### config.mk
export PLATFORM = sky130hd
export DESIGN_NAME = demux_1a6_reg
export DESIGN_NICKNAME = d
export VERILOG_FILES = /design/src/rtl/demux_1a6_reg.sv
export SDC_FILE = /design/constraint.sdc
export NUM_CORES = 1
export LEC_CHECK = 0
export ABC_AREA = 1
export CAP_MARGIN = 20
export CORE_AREA = 2 2 95 115
export CTS_CLUSTER_DIAMETER = 120
export CTS_CLUSTER_SIZE = 20
export DETAILED_ROUTE_END_ITERATION = 10
export DIE_AREA = 0 0 97 117
export GPL_ROUTABILITY_DRIVEN = 0
export MAX_ROUTING_LAYER = met4
export PLACE_DENSITY_LB_ADDON = 0.3
export SLEW_MARGIN = 20
export SYNTH_ARGS = -nofsm -noshare
export SYNTH_HDL_FRONTEND = slang
export SYNTH_SLANG_ARGS = --single-unit
### constraint.sdc
create_clock -name clk -period 2.5 [get_ports clk]
set_input_delay 0.625 -clock clk [delete_from_list [all_inputs] [get_ports clk]]
set_output_delay 0.625 -clock clk [all_outputs]
set_load 0.05 [all_outputs]
### src/rtl/demux_1a6_reg.sv
// demux_1a6_reg
//   Registered 1-to-6 demultiplexer at the distribution end of the result-select
//   path. One tagged word is accepted per valid/ready transfer. It is steered into
//   one of six per-channel holding registers. Each register has its own
//   valid/ack handshake, so every consumer applies backpressure independently.
//
//   Optional feature macro: DEMUX_BROADCAST_EN
//     Defined   : in_sel=7 loads all six channels when every channel is free.
//     Undefined : in_sel=6 and in_sel=7 are both dropped and counted as errors.
//
// Ports
//   clk        rising-edge clock
//   rst_n      asynchronous active-low reset
//   in_data    word to distribute
//   in_sel     destination channel (0..5)
//   in_valid   in_data/in_sel valid
//   in_ready   block can accept this cycle (combinational)
//   out_data   flattened channel registers, channel k at [k*WIDTH +: WIDTH]
//   out_valid  channel k holds an unconsumed word
//   out_ack    consumer k takes its word this cycle
//   err_sel    one-cycle pulse after an invalid select was accepted and dropped
//   err_cnt    saturating count of dropped words

module demux_1a6_reg #(
    parameter int WIDTH = 16,
    parameter int NCH   = 6,
    parameter int CNT_W = 8
) (
    input  logic                 clk,
    input  logic                 rst_n,
    input  logic [WIDTH-1:0]     in_data,
    input  logic [2:0]           in_sel,
    input  logic                 in_valid,
    output logic                 in_ready,
    output logic [NCH*WIDTH-1:0] out_data,
    output logic [NCH-1:0]       out_valid,
    input  logic [NCH-1:0]       out_ack,
    output logic                 err_sel,
    output logic [CNT_W-1:0]     err_cnt
);

    logic [NCH-1:0] chan_free;
    logic [NCH-1:0] load;
    logic           sel_ok;
    logic           accept;
    logic           drop;

    // A full channel being acked this cycle counts as free, so it can be reloaded
    // without a bubble. out_ack reaches in_ready combinationally; it never
    // reaches out_valid except through the register.
    always_comb begin
        chan_free = ~out_valid | out_ack;
        sel_ok    = (in_sel < 3'(NCH));
        in_ready  = 1'b1;
        load      = '0;
        drop      = 1'b0;

        if (sel_ok) begin
            in_ready = chan_free[in_sel];
        end
`ifdef DEMUX_BROADCAST_EN
        else if (in_sel == 3'd7) begin
            in_ready = &chan_free;
        end
`endif

        accept = in_valid & in_ready;

        if (accept) begin
            if (sel_ok) begin
                load[in_sel] = 1'b1;
            end
`ifdef DEMUX_BROADCAST_EN
            else if (in_sel == 3'd7) begin
                load = '1;
            end
`endif
            else begin
                drop = 1'b1;
            end
        end
    end

    // Data is loaded only when its channel is free. Therefore a load either
    // fills an empty channel or replaces a word that is being acked in the same
    // cycle. The data field is left untouched on a plain ack.
    always_ff @(posedge clk or negedge rst_n) begin
        if (!rst_n) begin
            out_data  <= '0;
            out_valid <= '0;
            err_sel   <= 1'b0;
            err_cnt   <= '0;
        end else begin
            for (int k = 0; k < NCH; k++) begin
                if (load[k]) begin
                    out_data[k*WIDTH +: WIDTH] <= in_data;
                end
            end
            out_valid <= (out_valid & ~out_ack) | load;
            err_sel   <= drop;
            if (drop && (err_cnt != '1)) begin
                err_cnt <= err_cnt + 1'b1;
            end
        end
    end

endmodule

# Word level (Yosys, flattened, before mapping)
# Index checks and enable logic that the tools add are counted.
# op_classes
add_sub_neg,1
n_lt_le_gt_ge,3
n_eq_ne,1
muxes,9
bitwise,6
reduce_logical,2
# ops
operator,count
two-way mux 6 bit,2
inverter 6 bit,2
OR 6 bit,2
adder 8 x 1 -> 8 bit (second input constant),1
inequality test 8 bit (second input constant),1
bitwise AND 6 bit,1
two-way mux 1 bit,5
< comparator 3 x 4 -> 1 bit (second input constant),1
binary-select mux 1 bit (select 3 bit),1
demux 1 bit (select 3 bit),1
greater-or-equal comparator 3 x 1 -> 1 bit (second input constant),1
< comparator 3 bit (second input constant),1
logical AND 1 bit,2
bitwise AND 1 bit,1
# totals
ff_bits,111
inputBits,28
output_inout_bits,112
wordCells,31

# Logic depth before layout (Yosys ltp)
# Gate-level depths: netlist of the first run.
# depth
ltp_word,8
depth_mapped,12
depth_no_buf,9

# Least setup slack after synthesis of the first run
# No wires, ideal clock.
# synth_path
kind,input to output
from,in in_sel[2]
to,out in_ready
arrival_ps,1642
required_time_ps,1875
slack_ps,233
stages,8
n_path_buf,3
path_cell_list,buf_4 > nor2_1 > nand3_1 > nand2_1 > nor2_2 > nand2_4 > buf_8 > buf_2
# synth_via
elab_chain_cells,3
elab_cells_between_ends,4
cone_classes,1 x order compare; 3 x mux
# synth_rtl
element,line_no,rtl
start: declaration,32,"input logic [2:0] in_sel,"
binary-select mux 1 bit (select 3 bit),59,in_ready = chan_free[in_sel];
two-way mux 1 bit (implied by the code),59,
two-way mux 1 bit (*),58,if (sel_ok) begin
end: declaration,34,"output logic in_ready,"
# Mark *: on every way between the ends. The rest lies on a longest branch, timed or not. The select of a mux whose other input is x is not followed.

# Worst setup path in the final report of the first run
# layout_path
from,in in_sel[0]
to,out in_ready
# Same word-level chain as after synthesis.

==> metrics.md, run 1 <==
| Metric | Value |
|---|---|
| RSZ-0062 raised after global routing | `no` |
| Ys flop type | `dfrtp_1` |
| Ranking of synthesized cells by area | `dfrtp_1 (58%), nand2_1 (16%), nand4_1 (13%)` |
| Netlist Area Pre-Place | `a little under 0.005 sq mm` |
| Worst-path clk slew | `60 ps` |
| Post-DP HPWL | `between 9000 and 10000 microns` |
| YS warnings | `0` |
| Clk Latency, worst-skew pair | `around 340 ps` |
| First-pass GRT wire length | `21940 microns` |
| Initial Utilization | `46.81%` |
| Fin crit share | `between 90% and 100%` |
| Vias in the first global route | `between 4000 and 5000` |
| Synth top cells by count | `nand2_1 (211), dfrtp_1 (111), nand4_1 (98), inv_1 (13), buf_2 (12)` |
| Cell taking the most area after synthesis | `dfrtp_1` |
| Final instance area | `0.006598 sq mm` |
| Max Clock Freq | `0.4103 GHz` |
| Tot GR Track Use | `between 20% and 30%` |
| Grt total ovfl | `0` |
| Post-synth ARST share | `100.0%` |
| Max Clock Skew | `about 4.5 ps` |
| DR iter-0 viols | `approximately 390` |
| Synth cell types | `26` |
| Fin nets | `just under 700` |
| Yosys top cell area share | `57.54%` |
| Die area | `around 0.011 sq mm` |
| CTS sink cnt | `roughly 110` |
| Cell Rows | `41` |
| Fin. Hold Viols | `0` |
| Pin count of the biggest net entering global routing | `55` |
| Worst Path Max Fanout | `7` |
| Mapped Cells | `between 500 and 600` |
| Number of synthesized register bits | `between 100 and 150` |
| Post-synth net total | `about 550` |
| Worst hold path class | `input pin to async pin` |
| Final ANT Viol Nets | `0` |
| Setup CP Type | `input pin to primary output` |
| Leak | `around 3.2 nW` |
| Most common cell in the synthesized netlist | `nand2_1` |
| Min cycle time layout | `2437 ps` |
| Worst-case reg-to-reg path depth | `9` |
| Worst-Margin Slew | `565.9 ps` |
| Ports | `between 100 and 150` |
| Status | `completed` |
| Setup violators final | `0` |
| Maxcap violations | `0` |
| Relative slew slack | `between 60% and 70%` |
| Chip width | `97 microns` |
| Core area | `just over 0.01 sq mm` |
| Arr. time, crit path | `roughly 1800 ps` |
| Cell Area, Placed | `around 0.0063 sq mm` |
| Power per cell area | `~1000 mW/mm^2` |
| VDD IR max | `roughly 630 uV` |
| Port buffer count | `139` |
| Root buf cell | `clkbuf_16` |
| WL per Instance | `about 18 microns` |
| Die Height | `approximately 120 microns` |
| Num CTS Buffers | `9` |
| CP Capture Type | `primary output` |
| Syn_area_per_cell | `just over 9 sq um` |
| Post-Route WL | `around 14000 microns` |
| Worst EP required | `between 1500 and 2000 ps` |
| Setup crit start kind | `input pin` |
| Share of cells above drive strength 1 | `around 8%` |
| Clock buffer depth | `2` |
| DRC viols | `0` |
| Initial antenna violation count | `0` |
| Final Hold Slack | `roughly 150 ps` |
| Post-synthesis sequential area ratio | `between 50% and 60%` |
| # hold bufs at CTS | `0` |
| Via-per-instance ratio | `about 5.6` |
| TritonCTS clock tree | `yes` |
| Final slew viol count | `0` |
| Drt first pass iters | `5` |
| # diodes | `0` |
| Area delta synth->final | `36.68%` |
| Post-synth EDFFs | `0` |
| Setup TNS Final | `0 ps` |
| DR vias | `4389` |
| Clock H-tree levels | `3` |
[registers in the layout, indices dropped and copies added, names as in the netlist]
name / count
out_valid: 6
err_sel: 1
out_data: 96
err_cnt: 8
[area by class of cell]
cell class | instances | area [sq um]
Clock buffer | 14 | 254.0
Clock inverter | 1 | 5.005
Fill cell | 849 | 3714
Inverter | 17 | 63.81
Multi-Input combinational cell | 355 | 1764
Sequential cell | 111 | 2778
Tap cell | 129 | 161.4
Timing Repair Buffer | 156 | 1572
[path summary, 6_finish.rpt]
| path | from | endpoint | slack, ps |
|---|---|---|---|
| min reg2reg | out_data[91]$_DFFE_PN0P_ | out_data[91]$_DFFE_PN0P_ | 470 |
| min | rst_n | err_cnt[7]$_DFFE_PN0P_ | 150 |
| max in group asynchronous | rst_n | out_data[23]$_DFFE_PN0P_ | 1570 |
| max | in_sel[0] | in_ready | 60 |
| max reg2reg | out_valid[2]$_DFF_PN0_ | out_data[66]$_DFFE_PN0P_ | 650 |
| min in group clk | out_data[91]$_DFFE_PN0P_ | out_data[91]$_DFFE_PN0P_ | 470 |
[cell usage in the layout (no fill, tap or decap)]
cell | Yosys | routed
buf_12 | 0 | 5
buf_4 | 7 | 15
clkbuf_1 | 11 | 4
clkbuf_16 | 0 | 9
clkbuf_8 | 0 | 1
clkdlybuf4s50_1 | 0 | 134
clkinv_1 | 2 | 2
clkinv_2 | 0 | 1
dfrtp_1 | 111 | 111
dlygate4sd2_1 | 0 | 2
ha_1 | 1 | 1
inv_1 | 13 | 13
inv_2 | 2 | 2
nand2_1 | 211 | 211
nand2_2 | 1 | 1
nand2_4 | 1 | 1
nand3_1 | 7 | 7
nand3_2 | 2 | 2
nand3_4 | 4 | 4
nand4_1 | 98 | 98
nor2_1 | 10 | 10
nor2_2 | 3 | 3
nor2_4 | 2 | 2
nor3_2 | 4 | 4
o21ai_0 | 3 | 3
o21ai_2 | 1 | 1
xnor2_1 | 1 | 1
xor2_1 | 6 | 6
[per-stage QoR]
step | std cells | worst slack (ps) | utilization (%) | power (W)
2_1_floorplan | 520 | 232.7 | - | 0.004454
3_3_place_gp | 768 | -144.4 | 61.50 | 0.005575
3_5_place_dp | 768 | -245.6 | 61.50 | 0.005627
4_1_cts | 783 | 65.28 | 63.99 | 0.006927
5_1_grt | 783 | 6.446 | 63.99 | 0.007181
6_report | 783 | 62.90 | 63.99 | 0.006896
[routing by layer]
metal	track usage [%]	vias up	share of wire [%]
met5	-	-	0
met4	11.46	0	3.4
met3	3.444	40	5.6
met2	41.30	184	50
met1	32.77	2154	41
li1	-	2011	-
[what timing repair did]
action,CTS,global route
setup endpoints to repair,1,0
gates resized for setup,2,0
buffers inserted,0,0
[critical path, stage by stage]
cell             delay [ps]
clkdlybuf4s50_1         450
buf_4                   190
nand3_1                  90
nand2_1                  80
nor2_2                  150
nand2_4                  80
buf_12                  150
[power by group]
group / total [W] / switching (W) / internal [W]
Clock: 0.00131 / 0.000607 / 0.000699
Combinational: 0.00307 / 0.00213 / 0.000945
Sequential: 0.00252 / 0.000304 / 0.00221
Total: 0.00690 / 0.00304 / 0.00386
[cell families (layout without fill, tap and decap cells)]
kind of cell	Yosys count	in the layout	share of synthesized area, %
and+or+nand+nor	343	343	34.53
DFF	111	111	57.54
adders and majority gates	1	1	0.2592
AOI/OAI and AO/OA	4	4	0.4924
xor gates and xnor gates	7	7	1.270
buffers and inverters	54	188	5.910
No activity file was read; power rests on OpenSTA's default activity.
==> run 2: changes to the inputs <==
- CORE_AREA: 2 2 95 115 -> 2 2 100 122
- DIE_AREA: 0 0 97 117 -> 0 0 102 124
- clock period: 2.5 -> 2.1 ns (I/O delays scaled with it)
==> run 2 against run 1 <==
Effect of this change:
- non-clock buffer count is 24 higher
- first-iteration DRC count is 31% lower
- hold slack worse by 83 ps
- global-route usage is 1.7 points lower
- clock power is 21% higher
- utilization is 3.8 points lower
- sequential share of layout area is 1.7 points lower
- largest power group unchanged
- combinational power is 19% higher
==> metrics.md, run 2 (synthesis results as in run 1) <==
| Metric | Value |
|---|---|
| Status | `completed` |
| Core area | `0.01141 sq mm (+11%)` |
| Critical-path cell list | `clkdlybuf4s50_1` |
| WL per Instance | `17.16 microns (-3.0%)` |
| Grt total ovfl | `0 (unchanged)` |
| Final slew viol count | `0 (unchanged)` |
| Setup CP Type | `flop to primary output` |
| Reg-to-reg critical path endpoint | `out_data[48]$_DFFE_PN0P_` |
| DR vias | `4334 (-1.3%)` |
| VDD IR max | `727.5 uV (+15%)` |
| DRC viols | `0 (unchanged)` |
| Pin count of the biggest net entering global routing | `59 (+7.3%)` |
| Commonest non-fill, non-tap cell in the layout | `nand2_1` |
| # diodes | `0 (unchanged)` |
| DR iter-0 viols | `265 (-31%)` |
| Min cycle time layout | `around 2100 ps` |
| Post-DP HPWL | `10150 microns (+3.7%)` |
| Filler Cells Inserted | `1008 (+19%)` |
| Biggest regs | `out_data x96, err_cnt x8, out_valid x6` |
| Setup violators final | `0 (unchanged)` |
| Worst EP required | `1570 ps (-310 ps)` |
| Maxcap violations | `0 (unchanged)` |
| Share of cells above drive strength 1 | `17.67% (+9.9 points)` |
| Leak | `3.575 nW (+11%)` |
| WP buf/inv | `1 (-2)` |
| Final Hold Slack | `67.17 ps (-82.72 ps)` |
| Worst Path Max Fanout | `2 (-5)` |
| Tot GR Track Use | `23.89% (-1.7 points)` |
| Root buf cell | `clkbuf_16` |
| Setup crit start kind | `flop` |
| Delay-heaviest family, CP | `buffers and inverters` |
| Slowest CP cell | `clkdlybuf4s50_1` |
| RSZ-0062 raised after global routing | `yes` |
| FF-to-FF Start | `out_valid[4]$_DFF_PN0_` |
| Initial Utilization | `42.32% (-4.5 points)` |
| Worst hold path class | `input pin to async pin` |
| Inst Count DP | `819 (+6.6%)` |
| Clock H-tree levels | `3 (unchanged)` |
| TritonCTS clock tree | `yes` |
| Clk Latency, worst-skew pair | `350 ps (about the same)` |
| Die area | `0.01265 sq mm (+11%)` |
| Power per cell area | `1198 mW/mm^2 (+15%)` |
| Drt first pass iters | `4 (-1)` |
| Chip width | `102 microns (+5.2%)` |
| Vias in the first global route | `4099 (-1.4%)` |
| Setup TNS Final | `0 ps (unchanged)` |
| First-pass GRT wire length | `22090 microns (+0.69%)` |
| Worst-path clk slew | `70 ps (about the same)` |
| Worst-Margin Slew | `521.7 ps (-44.21 ps)` |
| Final ANT Viol Nets | `0 (unchanged)` |
| Most flops, register | `out_data` |
| Arr. time, crit path | `1550 ps (-260 ps)` |
| Max Clock Freq | `~0.48 GHz` |
| Initial antenna violation count | `0 (unchanged)` |
| Worst-case reg-to-reg path depth | `10 (+1)` |
| Num CTS Buffers | `9 (unchanged)` |
| Fin crit share | `between 90% and 100%` |
| Via-per-instance ratio | `5.184 (-7.5%)` |
| CTS sink cnt | `111 (unchanged)` |
| Die Height | `124 microns (+6.0%)` |
| Relative slew slack | `65.16% (+3.0 points)` |
| Max reg flops | `96 (unchanged)` |
| CP max stage delay | `830 ps (+380 ps)` |
| Fin. Hold Viols | `0 (unchanged)` |
| CP Capture Type | `primary output` |
| Cell Rows | `43 (+4.9%)` |
| Area delta synth->final | `42.28%` |
| Max Clock Skew | `4.480 ps (+0.006750 ps)` |
| Fin nets | `703 (+3.5%)` |
| Port buffer count | `139 (unchanged)` |
| Clock buffer depth | `2 (unchanged)` |
| R2r setup slk | `420 ps (-230 ps)` |
| Post-Route WL | `14350 microns (+3.6%)` |
| Commonest cells after routing, fill and taps aside | `nand2_1 (205), dfrtp_1 (111), nand4_1 (98)` |
| Post-Layout Cell Count | `836 (+6.8%)` |
| Ports | `140 (unchanged)` |
run 2: layer usage:
layer	part of all wire [%]	GRT usage, %	up-vias
li1	-	-	2059
met1	42	31.35	2122
met2	51	38.24	134
met3	5.4	3.704	19
met4	1.5	7.917	0
met5	0	-	-
run 2: stage by stage:
step	cell area (sq um)	util, %	setup WS (ps)	power (W)
6_report	6868	60.21	28.75	0.008230
5_1_grt	6868	60.21	-19.04	0.008608
4_1_cts	6812	59.72	2.370	0.008299
3_5_place_dp	6519	57.15	-310.6	0.006704
3_3_place_gp	6519	57.15	-233.6	0.006644
2_1_floorplan	4827	-	32.69	0.005302
run 2: worst max path at each step:
stage                        startpoint                        to  slack [ps]  cells after the start
2_1_floorplan                 in_sel[2]                  in_ready          30                      8
5_1_grt                       in_sel[1]                  in_ready         -20                      8
3_5_place_dp                  in_sel[2]  out_data[48]$_DFFE_PN0P_        -310                     11
3_3_place_gp                  in_sel[1]                  in_ready        -230                      7
4_1_cts                      out_ack[2]                  in_ready           2                      8
6_report       out_data[79]$_DFFE_PN0P_              out_data[79]          30                      1
run 2: area by class of cell:
class | count | area (sq um) | area share (%)
Sequential cell | 111 | 2778 | 40.44
Multi-Input combinational cell | 355 | 1814 | 26.42
Timing Repair Buffer | 180 | 1740 | 25.34
Clock buffer | 11 | 242.7 | 3.534
Tap cell | 157 | 196.4 | 2.860
Inverter | 17 | 63.81 | 0.9291
Clock inverter | 5 | 32.53 | 0.4737
run 2: where the power goes:
group	leakage (nW)	switching (W)	internal, W
Clock	0.140	0.000756	0.000838
Combinational	2.02	0.00255	0.00111
Sequential	1.41	0.000340	0.00263
run 2: repair_timing:
| item | in CTS | in global routing |
|---|---|---|
| endpoints found under the setup margin | 4 | 11 |
| resized for setup | 14 | 22 |
| hold buffers | 0 | 0 |
| buffers inserted | 1 | 0 |
| hold endpoints to repair | 0 | 0 |
| pin swaps | 5 | 6 |
==> run 3: changes to the inputs <==
- CORE_AREA: 2 2 100 122 -> 4 4 91 110
- CTS_BUF_LIST: default -> sky130_fd_sc_hd__clkbuf_2 sky130_fd_sc_hd__clkbuf_4 sky130_fd_sc_hd__clkbuf_8
- DIE_AREA: 0 0 102 124 -> 0 0 95 114
- DONT_BUFFER_PORTS: default -> 1
==> run 3 against run 2 <==
Effect of this change:
- the run now ends with negative hold slack left
- setup slack better by 120 ps
- clock power shrank 4%
- clock-buffer cell count unchanged
- largest cell class unchanged
- highest routed layer unchanged
==> metrics.md, run 3 (synthesis results as in run 1) <==
| Metric | Value |
|---|---|
| Final Core Density | `58.19% (-2.0 points)` |
| Worst EP required | `1570 ps (about the same)` |
| Most flops, register | `out_data` |
| Max Clock Skew | `12.33 ps (+7.854 ps)` |
| DR iter-0 viols | `242 (-8.7%)` |
| Fin nets | `548 (-22%)` |
| Port buffer count | `0 (-100%)` |
| Via-per-instance ratio | `5.821 (+12%)` |
| Slowest CP cell | `dfrtp_1` |
| Setup CP Type | `flop to primary output` |
| Final Hold Slack | `-152.3 ps (-219.5 ps)` |
| Root buf cell | `clkbuf_8` |
| Post-DP HPWL | `8814 microns (-13%)` |
| Worst hold path class | `input pin to async pin` |
| Grt total ovfl | `0 (unchanged)` |
| Most used cell, CP | `nand2_1` |
| Cell Rows | `38 (-12%)` |
| Chip width | `95 microns (-6.9%)` |
| Max reg flops | `96 (unchanged)` |
| DRC viols | `0 (unchanged)` |
| Arr. time, crit path | `1430 ps (-120 ps)` |
| Num CTS Buffers | `9 (unchanged)` |
| Setup violators final | `0 (unchanged)` |
| Setup TNS Final | `0 ps (unchanged)` |
| Commonest non-fill, non-tap cell in the layout | `nand2_1` |
| VDD IR max | `700.8 uV (-3.7%)` |
| CP max stage delay | `390 ps (-440 ps)` |
| TritonCTS clock tree | `yes` |
| Worst-Margin Slew | `526.7 ps (+4.969 ps)` |
| Resized cells post-CTS | `0 (-14)` |
| Final ANT Viol Nets | `0 (unchanged)` |
| Worst Path Max Fanout | `10 (+8)` |
| Max Clock Freq | `0.5124 GHz (+6.1%)` |
| Initial antenna violation count | `0 (unchanged)` |
| Core area | `0.008939 sq mm (-22%)` |
| Ports | `140 (unchanged)` |
| Pin count of the biggest net entering global routing | `112 (+90%)` |
| Clock H-tree levels | `3 (unchanged)` |
| Critical-path cell list | `nand2_1 -> nand3_1 -> nand2_1 -> nor2_2 -> nand2_4` |
| Fin. Hold Viols | `111 (+111)` |
| Commonest cells after routing, fill and taps aside | `nand2_1 (211), dfrtp_1 (111), nand4_1 (98)` |
| CTS sink cnt | `111 (unchanged)` |
| Relative slew slack | `64.89% (-0.27 points)` |
| Vias in the first global route | `3692 (-9.9%)` |
| Fin crit share | `92.93% (-5.7 points)` |
| Clock buffer depth | `2 (unchanged)` |
| Maxcap violations | `0 (unchanged)` |
| Min cycle time layout | `1952 ps (-119.7 ps)` |
| Power per cell area | `1355 mW/mm^2 (+13%)` |
| Biggest regs | `out_data x96, err_cnt x8, out_valid x6` |
| Die area | `0.01083 sq mm (-14%)` |
| Final slew viol count | `0 (unchanged)` |
| # diodes | `0 (unchanged)` |
| FF/Latch Area | `0.002778 sq mm (unchanged)` |
| Multi-input logic area | `0.001764 sq mm (-2.8%)` |
| FF-to-FF Start | `out_valid[0]$_DFF_PN0_` |
| Status | `finished, violations left` |
| Total power | `0.007049 W (-14%)` |
| RSZ-0062 raised after global routing | `no` |
| Worst-path clk slew | `110 ps (+40 ps)` |
| WL per Instance | `20.13 microns (+17%)` |
| Share of cells above drive strength 1 | `11.64% (-6.0 points)` |
| CP startpoint | `out_valid[0]$_DFF_PN0_` |
| Initial Utilization | `54.00% (+12 points)` |
| CP Capture Type | `primary output` |
| First-pass GRT wire length | `20450 microns (-7.4%)` |
| Post-Route WL | `12960 microns (-9.7%)` |
| Area delta synth->final | `7.750%` |
| Drt first pass iters | `4 (unchanged)` |
| Setup crit start kind | `flop` |
| Leak | `2.715 nW (-24%)` |
| Failing checks | `negative hold slack` |
| Die Height | `114 microns (-8.1%)` |
| Filler Cells Inserted | `819 (-19%)` |
| Clk Latency, worst-skew pair | `370 ps (+20 ps)` |
| DR vias | `3749 (-13%)` |
| Tot GR Track Use | `25.48% (+1.6 points)` |
-- run 3: cell types whose count changed in the layout (fill, tap and decap cells not counted), moves of 7 or more --
cell,previous run,this run
clkbuf_16,9,0
clkdlybuf4s50_1,89,0
buf_12,8,1
buf_4,63,24
dlygate4sd2_1,7,0
dlymetal6s2s_1,12,0
clkbuf_8,1,9
-- run 3: critical path, delay by kind of cell (launching register included) --
| family | cells | cell delay [ps] |
|---|---|---|
| AND/OR/NAND/NOR | 5 | 650 |
| flip-flops | 1 | 390 |
-- run 3: worst paths after layout --
path	endpoint	slack, ps	depth (start not counted)
setup / recovery	in_ready	150	5
hold / removal	err_cnt[6]$_DFFE_PN0P_	-150	0
setup reg to reg	out_data[92]$_DFFE_PN0P_	280	8
hold reg to reg	out_valid[1]$_DFF_PN0_	540	2
max in group asynchronous	out_data[55]$_DFFE_PN0P_	2080	0
min in group clk	out_valid[3]$_DFF_PN0_	260	1
-- run 3: layout make-up --
type	count	area share, %
inverters	17	1.227
flip-flops and latches	111	53.40
clock inverters	5	2.045
well taps	120	2.887
repair buffers	25	3.849
multi-input cells	355	33.92
clock buffers	11	2.670
-- run 3: layer usage --
metal  part of all wire, %  wire length, microns  vias up  GRT usage (%)
met1                    37                  4798     1850          30.60
met5                     0                     0        -              -
li1                      -                     -     1744              -
met4                  0.59                    76        0          5.775
met2                    52                  6727      149          42.05
met3                    10                  1359        6          8.047
-- run 3: per-stage QoR --
stage,setup WS (ps),cell area (sq um),instances
global route,42.12,5201,644
CTS,137.6,5201,644
global placement,154.1,4956,628
finish,148.4,5201,644
floorplan,32.69,4827,520
detailed placement,102.4,4956,628
-- run 3: what timing repair did --
| action | in CTS | in global routing |
|---|---|---|
| endpoints found under the hold margin | 111 | 111 |
| setup buffers | 0 | 0 |
| setup endpoints to repair | 0 | 0 |
-- run 3: report_power, final --
group | internal, W | leakage (nW) | switching (W)
clock network | 0.000822 | 0.121 | 0.000696
logic | 0.000306 | 1.18 | 0.000593
registers | 0.00260 | 1.41 | 0.00203
